===== config.mk =====
export PLATFORM = sky130hd
export DESIGN_NAME = duty_pwm_gen
export DESIGN_NICKNAME = d
export VERILOG_FILES = /design/src/rtl/duty_pwm_gen_pkg.sv /design/src/rtl/pwm_shadow_buf.sv /design/src/rtl/duty_pwm_gen.sv
export SDC_FILE = /design/constraint.sdc
export NUM_CORES = 1
export LEC_CHECK = 0
export BUFFER_PORTS_ARGS = -buffer_cell sky130_fd_sc_hd__buf_2
export CAP_MARGIN = 15
export CORE_ASPECT_RATIO = 0.5
export CORE_MARGIN = 1.5
export CORE_UTILIZATION = 25
export CTS_CLUSTER_SIZE = 14
export DETAILED_ROUTE_END_ITERATION = 6
export PLACE_DENSITY = 0.47
export SLEW_MARGIN = 25
export SYNTH_ARGS = -nofsm -noshare
export SYNTH_HDL_FRONTEND = slang
export SYNTH_SLANG_ARGS = --single-unit

===== constraint.sdc =====
create_clock -name Clock -period 1.7 [get_ports Clock]
set_input_delay 0.17 -clock Clock [delete_from_list [all_inputs] [get_ports Clock]]
set_output_delay 0.17 -clock Clock [all_outputs]
set_load 0.01 [all_outputs]

===== src/rtl/duty_pwm_gen_pkg.sv =====
// Shared definitions for the double-buffered PWM generator: state encoding and defaults.
package duty_pwm_gen_pkg;

  localparam int unsigned CntW      = 12;
  localparam int unsigned DefPeriod = 4095;

  typedef enum logic [1:0] {
    StIdle     = 2'b00,
    StRun      = 2'b01,
    StStopPend = 2'b10
  } pwm_state_e;

endpackage


===== src/rtl/pwm_shadow_buf.sv =====
// Pending duty/period buffer with Load/Load_Ack handshake; hands its contents to the
// active registers when the generator signals a safe apply point.
module pwm_shadow_buf
  import duty_pwm_gen_pkg::*;
#(
  parameter int unsigned Width = CntW
) (
  input  logic             clk_i,
  input  logic             rst_i,
  input  logic             load_i,
  input  logic [Width-1:0] duty_i,
  input  logic [Width-1:0] period_i,
  input  logic             apply_en_i,
  output logic             load_ack_o,
  output logic             apply_o,
  output logic [Width-1:0] pend_duty_o,
  output logic [Width-1:0] pend_period_o
);

  logic             pend_valid_q, pend_valid_d;
  logic [Width-1:0] pend_duty_q, pend_duty_d;
  logic [Width-1:0] pend_period_q, pend_period_d;
  logic             load_ack_q, load_ack_d;
  logic             capture;
  logic             apply;

  // Capture needs an empty buffer, apply needs a full one, so they never coincide;
  // a Load arriving on an apply cycle is naturally held off until the next cycle.
  always_comb begin
    capture       = load_i && !pend_valid_q;
    apply         = pend_valid_q && apply_en_i;
    pend_valid_d  = pend_valid_q;
    pend_duty_d   = pend_duty_q;
    pend_period_d = pend_period_q;
    load_ack_d    = capture;
    if (capture) begin
      pend_valid_d  = 1'b1;
      pend_duty_d   = duty_i;
      pend_period_d = period_i;
    end else if (apply) begin
      pend_valid_d  = 1'b0;
    end
  end

  always_ff @(posedge clk_i) begin
    if (rst_i) begin
      pend_valid_q  <= 1'b0;
      pend_duty_q   <= '0;
      pend_period_q <= '0;
      load_ack_q    <= 1'b0;
    end else begin
      pend_valid_q  <= pend_valid_d;
      pend_duty_q   <= pend_duty_d;
      pend_period_q <= pend_period_d;
      load_ack_q    <= load_ack_d;
    end
  end

  assign load_ack_o    = load_ack_q;
  assign apply_o       = apply;
  assign pend_duty_o   = pend_duty_q;
  assign pend_period_o = pend_period_q;

endmodule


===== src/rtl/duty_pwm_gen.sv =====
// Free-running PWM generator; duty/period changes take effect only at period boundaries
// (or immediately while idle), so the waveform never glitches.
module duty_pwm_gen
  import duty_pwm_gen_pkg::*;
#(
  parameter int unsigned CNT_W      = CntW,
  parameter int unsigned DEF_PERIOD = DefPeriod
) (
  input  logic             Clock,
  input  logic             Reset,
  input  logic [CNT_W-1:0] Duty,
  input  logic [CNT_W-1:0] Period,
  input  logic             Load,
  output logic             Load_Ack,
  input  logic             Run,
  output logic             PWM_Out,
  output logic             Cycle_Start,
  output logic             Busy
);

  pwm_state_e       state_q, state_d;
  logic [CNT_W-1:0] cnt_q, cnt_d;
  logic [CNT_W-1:0] act_duty_q, act_duty_d;
  logic [CNT_W-1:0] act_period_q, act_period_d;
  logic             pwm_q, pwm_d;
  logic             cs_q, cs_d;
  logic             active;
  logic             wrap;
  logic             apply;
  logic [CNT_W-1:0] pend_duty;
  logic [CNT_W-1:0] pend_period;

  pwm_shadow_buf #(
    .Width(CNT_W)
  ) u_shadow (
    .clk_i        (Clock),
    .rst_i        (Reset),
    .load_i       (Load),
    .duty_i       (Duty),
    .period_i     (Period),
    .apply_en_i   (!active || wrap),
    .load_ack_o   (Load_Ack),
    .apply_o      (apply),
    .pend_duty_o  (pend_duty),
    .pend_period_o(pend_period)
  );

  always_comb begin
    active       = (state_q != StIdle);
    wrap         = active && (cnt_q == act_period_q);
    state_d      = state_q;
    cnt_d        = (!active || wrap) ? '0 : cnt_q + CNT_W'(1);
    act_duty_d   = apply ? pend_duty : act_duty_q;
    act_period_d = apply ? pend_period : act_period_q;
    pwm_d        = active && (cnt_q < act_duty_q);
    cs_d         = active && (cnt_q == '0);
    // Run only gates period starts; a running period always completes.
    unique case (state_q)
      StIdle:     if (Run) state_d = StRun;
      StRun:      if (!Run) state_d = StStopPend;
      StStopPend: begin
        if (Run)       state_d = StRun;
        else if (wrap) state_d = StIdle;
      end
      default:    state_d = StIdle;
    endcase
  end

  always_ff @(posedge Clock) begin
    if (Reset) begin
      state_q      <= StIdle;
      cnt_q        <= '0;
      act_duty_q   <= '0;
      act_period_q <= CNT_W'(DEF_PERIOD);
      pwm_q        <= 1'b0;
      cs_q         <= 1'b0;
    end else begin
      state_q      <= state_d;
      cnt_q        <= cnt_d;
      act_duty_q   <= act_duty_d;
      act_period_q <= act_period_d;
      pwm_q        <= pwm_d;
      cs_q         <= cs_d;
    end
  end

  assign PWM_Out     = pwm_q;
  assign Cycle_Start = cs_q;
  assign Busy        = (state_q != StIdle);

endmodule


# Word-level counts from Yosys, hierarchy flattened
# Index checks and enable logic that the tools add are counted.
[totals]
ram_bits = 0
input_bits = 28
ff_bits = 66
mem_bits_ro = 0
elab_cells = 39
latchBits = 0
n_memories = 0
[op_classes]
div_mod_pow = 0
reduce_logical = 14
multipliers = 0
order_cmp = 1
bitwise = 0
shift = 0
add_sub_neg = 1
n_mux = 7
n_eq_ne = 6
[op_table]
columns = ["cell", "count"]
rows = [
  ["adder 12 x 1 -> 12 bit, second input constant", 1],
  ["== test 12 bit", 1],
  ["logical NOT 12 bit", 1],
  ["less-than comparator 12 bit", 1],
  ["2-to-1 mux 2 bit", 4],
  ["one-hot mux 2 bit (3 select lines)", 1],
  ["logical AND 1 bit", 5],
  ["inequality test 2 bit, second input constant", 2],
  ["nonzero test 2 bit", 2],
  ["inequality test 3 bit, second input constant", 1],
  ["AND reduction 3 bit", 1],
  ["== test 2 x 1 -> 1 bit, second input constant", 1],
  ["== test 2 bit, second input constant", 1],
  ["logical NOT 1 bit", 2],
  ["logical NOT 2 bit", 1],
  ["2-to-1 mux 1 bit", 2],
  ["OR reduction 2 bit", 1],
  ["logical OR 1 bit", 1],
]

# Depth between registers and ports, before layout
# Gate-level depths: netlist of run 1.
[depth]
word_depth = 6
mapped_depth = 8
mapped_depth_nobuf = 7

# Hierarchy
# From an unflattened synthesis of run 1, not the netlist that was laid out.
[unflattened]
hier_cells = 321
hier_area_um2 = 3253.1
[modules_own_cells]
columns = ["mod", "n_inst", "area_per_inst_um2", "seq_area_each_um2", "cells_per_inst"]
rows = [
  ["duty_pwm_gen", 1, 2019.4, 800.8, 206],
  ["pwm_shadow_buf", 1, 1233.7, 520.5, 115],
]

# Worst setup path after synthesis of run 1
# OpenSTA, ideal clock, no wires.
[synth_path]
path_type = "register to register"
start = "register cnt_q[6]"
end = "register act_period_q[10]"
path_buffers = 3
path_stages_with_launch = 9
t_required_ns = 1.578
setup_time_ns = 0.122
t_arrival_ns = 1.530
slack_ns = 0.049
path_cell_list = "dfxtp_1 buf_6 xor2_2 nor4_4 a41oi_1 buf_4 buf_2 nor3_1 a21oi_1"
[synth_via]
elab_chain_cells = 4
[synth_lines]
columns = ["element", "line_no", "text"]
rows = [
  ["start: declaration", "duty_pwm_gen.sv:22", "logic [CNT_W-1:0] cnt_q, cnt_d;"],
  ["start signal: assignment", "duty_pwm_gen.sv:79", "cnt_q <= cnt_d;"],
  ["== test 12 bit", "duty_pwm_gen.sv:50", "wrap = active && (cnt_q == act_period_q);"],
  ["logical AND 1 bit", "duty_pwm_gen.sv:50", ""],
  ["logical OR 1 bit", "duty_pwm_gen.sv:41", ".apply_en_i (!active || wrap),"],
  ["logical AND 1 bit", "pwm_shadow_buf.sv:31", "apply = pend_valid_q && apply_en_i;"],
  ["end signal: assignment", "duty_pwm_gen.sv:74", "act_period_q <= CNT_W'(DEF_PERIOD);"],
  ["end signal: assignment", "duty_pwm_gen.sv:81", "act_period_q <= act_period_d;"],
  ["end: declaration", "duty_pwm_gen.sv:24", "logic [CNT_W-1:0] act_period_q, act_period_d;"],
]
# Every way passes these cells.
# A chain may end at the register's enable or synchronous reset.

# Final worst setup path of run 1
[layout_path]
start = "register act_period_q[9]"
end = "register act_period_q[6]"
[layout_via]
elab_chain_cells = 4
[layout_lines]
columns = ["element", "line_no"]
rows = [
  ["== test 12 bit", "duty_pwm_gen.sv:50"],
  ["logical AND 1 bit", "duty_pwm_gen.sv:50"],
  ["logical OR 1 bit", "duty_pwm_gen.sv:41"],
  ["logical AND 1 bit", "pwm_shadow_buf.sv:31"],
]
# Every way passes these cells.

==> flow_summary.toml, run 1 <==
[route]
top_layer = "met4"
drt_iter0_drc = 120
wl_met3_um = 283
postRouteAntennaNets = 0
drcViolationCount = 0
viasPerCell = 4.36
vias = 2300
wl_um = 6790
wl_met2_um = 2680
m1WireLength_um = 3760
wl_per_cell_um = 12.9
dr.pass1.iters = 5

[grt]
grt_overflow = 0
grt_pass1_vias = 2077
grt_max_degree = 62
track_usage_pct = 11.6
antenna_found_initial = 0
grt_pass1_wl_um = 10600

[job]
maxCapViolCount = 0

[placed_design]
io_buffers = 31
pre_cts_slack_ns = 0.0405
hpwlAfterDp_um = 4490
gp_congestion = 0.728
placedCellCount = 503

[cells_and_area]
antenna_cells = 0
final_util_pct = 33.8
area_delta_synth_final_pct = 31.5
multi_input_area_um2 = 1410
drive_above_1_share_pct = 22.5
final_cells = 527
nNetsFinal = 418
seq_area_um2 = 1320
fill_cells = 1143

[setup_path]
rr_worst_depth = 7
arrival_ns = 1.99
cp-end-kind = "flip-flop"
required_ns = 1.97
critical_path.top_delay_family = "buffers and inverters"
cp.depth = 7
worstSetupPathType = "reg -> reg"
crit_top_cell = "buf_6"
crit_slowest_cell = "dfxtp_1"
cp.buffers_inverters = 3
start_kind = "flip-flop"
crit_chain = "xor2_1 -> nor4_4 -> a41oi_4 -> buf_6 -> clkbuf_16 -> buf_6 -> a21oi_1"
crit_path_max_fanout = 7
cp_slowest_stage_delay_ns = 0.36

[timing]
slew_headroom_pct = 75.4
fmax_mhz = 579
tightest_slew_ns = 0.365
skew_ns = 0.00452
drv_slew = 0
period_needed_ns = 1.73
post-route-period-util_pct = 102
whs_ns = 0.0123
setup_ws_ns = -0.0261
setup_viol = 12
hold_viol = 0
rsz0062_at_grt = "true"

[synth]
ys.flop_type = "dfxtp_1"
yosys.area.top_type_share_pct = 46.6
ys_types = 35
yosys-top-cells-area = "dfxtp_1, a21oi_1, nand2_1"
yosysTopAreaCell = "dfxtp_1"
ys_ff_latch = 66
synth.net_count = 367
synth_area_per_cell_um2 = 8.69
yosysSeqAreaShare_pct = 46.6
synthesis.area_um2 = 2830
ys.warnings.count = 0
synth-edff-count = 0
synthArstFlopShare_pct = 0
synthCells = 326

[power]
vdd_drop_max_uv = 475
leakagePower_nw = 1.57
power_density_nw_per_um2 = 1080

[floorplan]
fp-row-count = 27
ios = 32
die_height_um = 78.3
die_x_um = 154
core_area_um2 = 11000
initial_core_util_pct = 25.7
die_area_um2 = 12000

[clock_tree]
cts-root-buf = "clkbuf_16"
cts_tree = "done"
clk_pin_slew_ns = 0.06
hold_buffers = 0
clock-sinks = 66
numCtsBuffers = 9
htreeDepth = 3
cts_buffer_depth = 2
clk_latency_ns = 0.34

[run_status]
failed_checks = "negative setup slack"
status = "finished with violations"

[min_path]
hp-class = "in -> reg"
holdPathStages = 2
==> cell type report <==
type,count,share of cell area [%]
multi-input cells,227,37.7
flip-flops and latches,66,35.5
repair buffers,58,11.7
clock buffers,9,6.04
well taps,145,4.87
clock inverters,7,2.69
inverters,15,1.51
==> kinds of logic (layout without fill, tap and decap cells) <==
| kind of cell | after synthesis | in the layout | share of synthesized area [%] |
|---|---|---|---|
| buf+inv | 33 | 89 | 5.17 |
| xor+xnor | 22 | 22 | 7.06 |
| fa+ha+maj | 13 | 13 | 5.74 |
| flops | 66 | 66 | 46.6 |
| simple gates | 130 | 130 | 21.4 |
| mux | 13 | 13 | 4.59 |
| compound gates | 49 | 49 | 9.40 |
==> repair_timing <==
| action | in CTS | in global routing |
|---|---|---|
| gates resized for setup | 0 | 8 |
| setup endpoints to repair | 0 | 24 |
| buffers inserted | 0 | 6 |
| endpoints found under the hold margin | 0 | 0 |
==> worst register-to-register path: stages (launching register included) <==
cell and delay (ns):
dfxtp_1 0.36, xor2_1 0.20, nor4_4 0.34, a41oi_4 0.19
buf_6 0.17, clkbuf_16 0.15, buf_6 0.13, a21oi_1 0.12
==> Yosys cell counts (all sizes together), types with 2 or more instances <==
cell type and number:
nor2 38, a21oi 39, dfxtp 66, inv 15, xnor2 3, and3 3
nor3 14, a211oi 2, buf 7, nor2b 3, nand3 6, a21o 3
mux2i 13, nor4 4, and4 5, xor2 19, clkbuf 11, ha 13
nand2 52
==> layout by cell type (no fill, tap or decap), types with 13 or more instances in the layout <==
master and instances:
dfxtp_1 65, inv_1 15, mux2i_1 13, nand2_1 51, a21oi_1 37, buf_2 31
ha_1 13, xor2_1 17, buf_4 19, nor2_1 38, nor3_1 14
==> registers in the layout (all words and copies together), names as in the netlist <==
signal	flops
u_shadow.load_ack_o	1
u_shadow.pend_duty_o	12
PWM_Out	1
state_q	2
cnt_q	12
act_duty_q	12
act_period_q	12
u_shadow.pend_period_o	12
Cycle_Start	1
u_shadow.pend_valid_q	1
==> path summary, 6_finish.rpt <==
kind / startpoint / to / slack (ns)
max: act_period_q[9] / act_period_q[6] / -0.03
min: Run / state_q[1] / 0.01
min reg2reg: u_shadow.pend_duty_o[8] / u_shadow.pend_duty_o[8] / 0.46
max reg2reg: act_period_q[9] / act_period_q[6] / -0.03
==> where the power goes <==
part	internal [mW]	switching, mW
sequential	1.62	0.0493
combinational	0.155	0.184
clock	1.29	0.724
total	3.07	0.957
==> metal layers <==
metal	vias to the layer above	GRT usage (%)
met5	-	0
met1	1067	16.5
met2	32	15.5
met4	0	3.50
li1	1194	-
met3	7	4.64
==> through the flow <==
step                TNS, ns  power (mW)  area, µm²
floorplan                 0        1.89       2830
finish              -0.0966        4.03       3730
detailed placement        0        2.01       3290
global route          -1.65        4.19       3730
global placement          0        2.01       3290
CTS                       0        4.05       3620
(Power assumes the default switching activity.)
==> run 2, diff against run 1 <==
--- a/config.mk
+++ b/config.mk
@@ -12,7 +12,7 @@
 export CORE_UTILIZATION = 25
 export CTS_CLUSTER_SIZE = 14
 export DETAILED_ROUTE_END_ITERATION = 6
-export PLACE_DENSITY = 0.47
+export PLACE_DENSITY = 0.46
 export SLEW_MARGIN = 25
 export SYNTH_ARGS = -nofsm -noshare
 export SYNTH_HDL_FRONTEND = slang
==> constraint.sdc (replaced) <==
create_clock -name Clock -period 1.8 [get_ports Clock]
set_input_delay 0.18 -clock Clock [delete_from_list [all_inputs] [get_ports Clock]]
set_output_delay 0.18 -clock Clock [all_outputs]
set_load 0.01 [all_outputs]
==> flow_summary.toml, run 2 (synthesis gave the netlist of run 1 again) <==
[power]
power_density_nw_per_um2 = 962
p_total_mw = 3.39
vdd_drop_max_uv = 479
leakagePower_nw = 1.47

[floorplan]
die_height_um = 78.3
fp-row-count = 27
die_area_um2 = 12000
core_area_um2 = 11000
ios = 32
initial_core_util_pct = 25.7
die_x_um = 154

[cells_and_area]
area_delta_synth_final_pct = 24.5
final_cells = 519
final_util_pct = 32.0
nNetsFinal = 410
final_cell_mix = "dfxtp_1, nand2_1, a21oi_1"
mostFrequentLayoutCell = "dfxtp_1"
drive_above_1_share_pct = 19.5
antenna_cells = 0

[clock_tree]
clock-sinks = 66
numCtsBuffers = 9
cts_tree = "done"
cts-root-buf = "clkbuf_16"
cts_buffer_depth = 2
clk_latency_ns = 0.33
clk_pin_slew_ns = 0.05
htreeDepth = 3

[placed_design]
hpwlAfterDp_um = 4460
gp_congestion = 0.739
placedCellCount = 503
io_buffers = 31
pre_cts_slack_ns = -0.0257

[route]
drt_iter0_drc = 119
wl_per_cell_um = 12.3
vias = 2195
postRouteAntennaNets = 0
dr.pass1.iters = 4
wl_um = 6370
drcViolationCount = 0
viasPerCell = 4.23

[run_status]
status = "finished, final reports clean"

[setup_path]
rr_worst_depth = 6
start_kind = "flip-flop"
crit_path_max_fanout = 31
arrival_ns = 1.90
required_ns = 2.01
worstSetupPathType = "reg -> reg"
cp-end-kind = "flip-flop"

[timing]
rsz0062_at_grt = "false"
tightest_slew_ns = 0.664
skew_ns = 0.00536
post-route-period-util_pct = 93.9
fmax_mhz = 591
period_needed_ns = 1.69
hold_viol = 0
setup_ws_ns = 0.109
slew_headroom_pct = 55.7
setup_viol = 0
drv_slew = 0

[grt]
antenna_found_initial = 0
grt_overflow = 0
grt_pass1_vias = 2112
grt_max_degree = 65
track_usage_pct = 11.9
grt_pass1_wl_um = 10800

[min_path]
hp-class = "in -> reg"
holdPathStages = 2

[job]
maxCapViolCount = 0
-- run 2: cell count changes in the layout (fill, tap and decap cells not counted), sizes merged --
cell      before  now
buf           57   50
bufinv         2    0
inv           17   15
clkbuf        10   11
clkinv         3    4
clkinvlp       0    1
-- run 2: final timing paths --
check                          start  slack, ns                       to
max reg2reg          act_period_q[6]       0.11         act_period_q[10]
min                              Run       0.03               state_q[1]
max                  act_period_q[6]       0.11         act_period_q[10]
min reg2reg  u_shadow.pend_duty_o[8]       0.45  u_shadow.pend_duty_o[8]
-- run 2: area by class of cell --
cell class | instances | area (µm²)
Fill cell | 1197 | 7490
Multi-Input combinational cell | 227 | 1390
Sequential cell | 66 | 1320
Timing Repair Buffer | 50 | 310
Clock buffer | 11 | 233
Tap cell | 145 | 181
Inverter | 15 | 56.3
Clock inverter | 5 | 31.3
-- run 2: layer usage --
layer,GRT usage [%],vias to the layer above,wire length [µm]
met4,3.50,0,74
met2,16.4,29,2510
met3,4.97,8,323
li1,-,1183,-
met5,0,-,0
met1,16.6,975,3460
-- run 2: worst max-delay path, cell delays in order (launching register included) --
cell and delay, ns:
dfxtp_1 0.33, xor2_2 0.19, nor4_4 0.38, a41oi_4 0.19, buf_12 0.20, nor3_1 0.20, a21oi_1 0.06
-- run 2: through the flow --
stage	instance area [µm²]	hold slack, ns	TNS (ns)
6_report	3530	0.0282	0
4_1_cts	3520	0.0162	0
2_1_floorplan	2830	0.259	0
5_1_grt	3530	0.0258	0
3_5_place_dp	3260	0.370	-0.0257
3_3_place_gp	3260	0.368	0
-- run 2: what timing repair did --
action / 4_1_cts / 5_1_grt
buffers inserted: 0 / 0
gates resized for setup: 1 / 1
hold buffers: 0 / 0
cloned: 0 / 0
endpoints found under the setup margin: 1 / 1
-- run 2: where the power goes --
group / total, mW / internal, mW / switching, mW
sequential: 1.58 / 1.53 / 0.0430
clock: 1.54 / 0.925 / 0.615
combinational: 0.277 / 0.117 / 0.159
==> run 3, diff against run 2 <==
--- a/config.mk
+++ b/config.mk
@@ -9,10 +9,10 @@
 export CAP_MARGIN = 15
 export CORE_ASPECT_RATIO = 0.5
 export CORE_MARGIN = 1.5
-export CORE_UTILIZATION = 25
+export CORE_UTILIZATION = 50
 export CTS_CLUSTER_SIZE = 14
 export DETAILED_ROUTE_END_ITERATION = 6
-export PLACE_DENSITY = 0.46
+export PLACE_DENSITY = 0.75
 export SLEW_MARGIN = 25
 export SYNTH_ARGS = -nofsm -noshare
 export SYNTH_HDL_FRONTEND = slang
==> flow_summary.toml, run 3 (synthesis gave the netlist of run 1 again) <==
[setup_path]
r2r_end = "act_duty_q[10]"
r2r_setup_slack_ns = -0.003
cp.buffers_inverters = 1
arrival_ns = 1.98
cp-end-kind = "flip-flop"
rr_worst_depth = 6
worstSetupPathType = "reg -> reg"
cp_slowest_stage_delay_ns = 0.42
r2r_start = "act_period_q[11]"
required_ns = 1.98
critical_path.top_delay_family = "simple AND/OR/NAND/NOR gates"
crit_slowest_cell = "nor4_4"
start_kind = "flip-flop"
crit_chain = "xor2_1 -> nor4_4 -> a41oi_4 -> buf_12 -> mux2i_2 -> nor2_1"
crit_path_max_fanout = 36

[floorplan]
die_area_um2 = 6160
die_x_um = 109
ios = 32
fp-row-count = 19
die_height_um = 56.2
initial_core_util_pct = 51.8
core_area_um2 = 5470

[clock_tree]
htreeDepth = 3
cts-root-buf = "clkbuf_16"
cts_buffer_depth = 2
clk_pin_slew_ns = 0.05
hold_buffers = 0
clock-sinks = 66
numCtsBuffers = 9
clk_latency_ns = 0.33
cts_tree = "done"

[route]
viasPerCell = 5.38
drt_iter0_drc = 126
drcViolationCount = 0
vias = 2373
m1WireLength_um = 2910
wl_per_cell_um = 14.8
wl_met2_um = 3110
postRouteAntennaNets = 0
dr.pass1.iters = 6
wl_um = 6540
top_layer = "met4"
wl_met3_um = 432

[timing]
skew_ns = 0.00722
setup_ws_ns = -0.00349
slew_headroom_pct = 58.6
post-route-period-util_pct = 100
tightest_slew_ns = 0.621
period_needed_ns = 1.80
fmax_mhz = 554
whs_ns = 0.0368
drv_slew = 0
rsz0062_at_grt = "true"
hold_viol = 0
setup_viol = 2

[grt]
grt_overflow = 0
grt_pass1_wl_um = 10200
grt_pass1_vias = 2159
grt_max_degree = 65
antenna_found_initial = 0
track_usage_pct = 22.6

[cells_and_area]
mostFrequentLayoutCell = "dfxtp_1"
nNetsFinal = 405
area_delta_synth_final_pct = 23.7
antenna_cells = 0
multi_input_area_um2 = 1420
final_cells = 441
drive_above_1_share_pct = 19.8
final_cell_mix = "dfxtp_1, nand2_1, a21oi_1"
fill_cells = 425
seq_area_um2 = 1330

[min_path]
min_from = "Run"
holdPathEnd = "state_q[1]"
holdPathStages = 2
hp-class = "in -> reg"

[job]
maxCapViolCount = 0

[placed_design]
placedCellCount = 426
pre_cts_slack_ns = 0.0178
io_buffers = 31
hpwlAfterDp_um = 4260
gp_congestion = 0.912

[run_status]
failed_checks = "negative setup slack"
status = "finished with violations"

[power]
leakagePower_nw = 1.48
power_density_nw_per_um2 = 1100
vdd_drop_max_uv = 729
p_total_mw = 3.85
==> run 3: timing repair <==
item | CTS | global route
buffers inserted | 0 | 0
endpoints found under the setup margin | 0 | 35
resized for setup | 0 | 9
==> run 3: area by class of cell <==
cell class / instances / area share, %
multi-input cells: 227 / 40.5
repair buffers: 45 / 7.78
flip-flops and latches: 66 / 37.8
well taps: 73 / 2.61
inverters: 15 / 1.61
clock buffers: 9 / 6.42
clock inverters: 6 / 3.28
==> run 3: per-stage QoR <==
step | utilization [%] | instance area, µm² | TNS (ns)
detailed placement | 57.2 | 3130 | 0
global route | 64.1 | 3510 | -0.214
floorplan | - | 2830 | 0
CTS | 63.4 | 3470 | 0
finish | 64.1 | 3510 | -0.00528
global placement | 57.2 | 3130 | 0
==> run 3: worst max path at each step <==
| stage | end | depth (start not counted) | slack, ns | start |
|---|---|---|---|---|
| after detailed placement | act_period_q[9] | 6 | 0.02 | cnt_q[0] |
| final | act_duty_q[10] | 6 | -0.003 | act_period_q[11] |
| after CTS | act_duty_q[3] | 6 | 0.001 | cnt_q[0] |
| after global routing | act_duty_q[10] | 6 | -0.09 | act_period_q[11] |
| after global placement | act_duty_q[9] | 6 | 0.11 | cnt_q[5] |
| after floorplan | act_period_q[10] | 8 | 0.15 | cnt_q[6] |
==> run 3: layer usage <==
metal / vias up / global-route usage [%]
met5: - / 0
met4: 0 / 8.35
met3: 12 / 8.20
met2: 81 / 34.7
met1: 1120 / 29.0
li1: 1160 / -
==> run 3: power by group <==
part	total (mW)	internal [mW]	switching, mW
Sequential	1.58	1.53	0.0513
Clock	1.99	1.35	0.637
Combinational	0.282	0.116	0.166
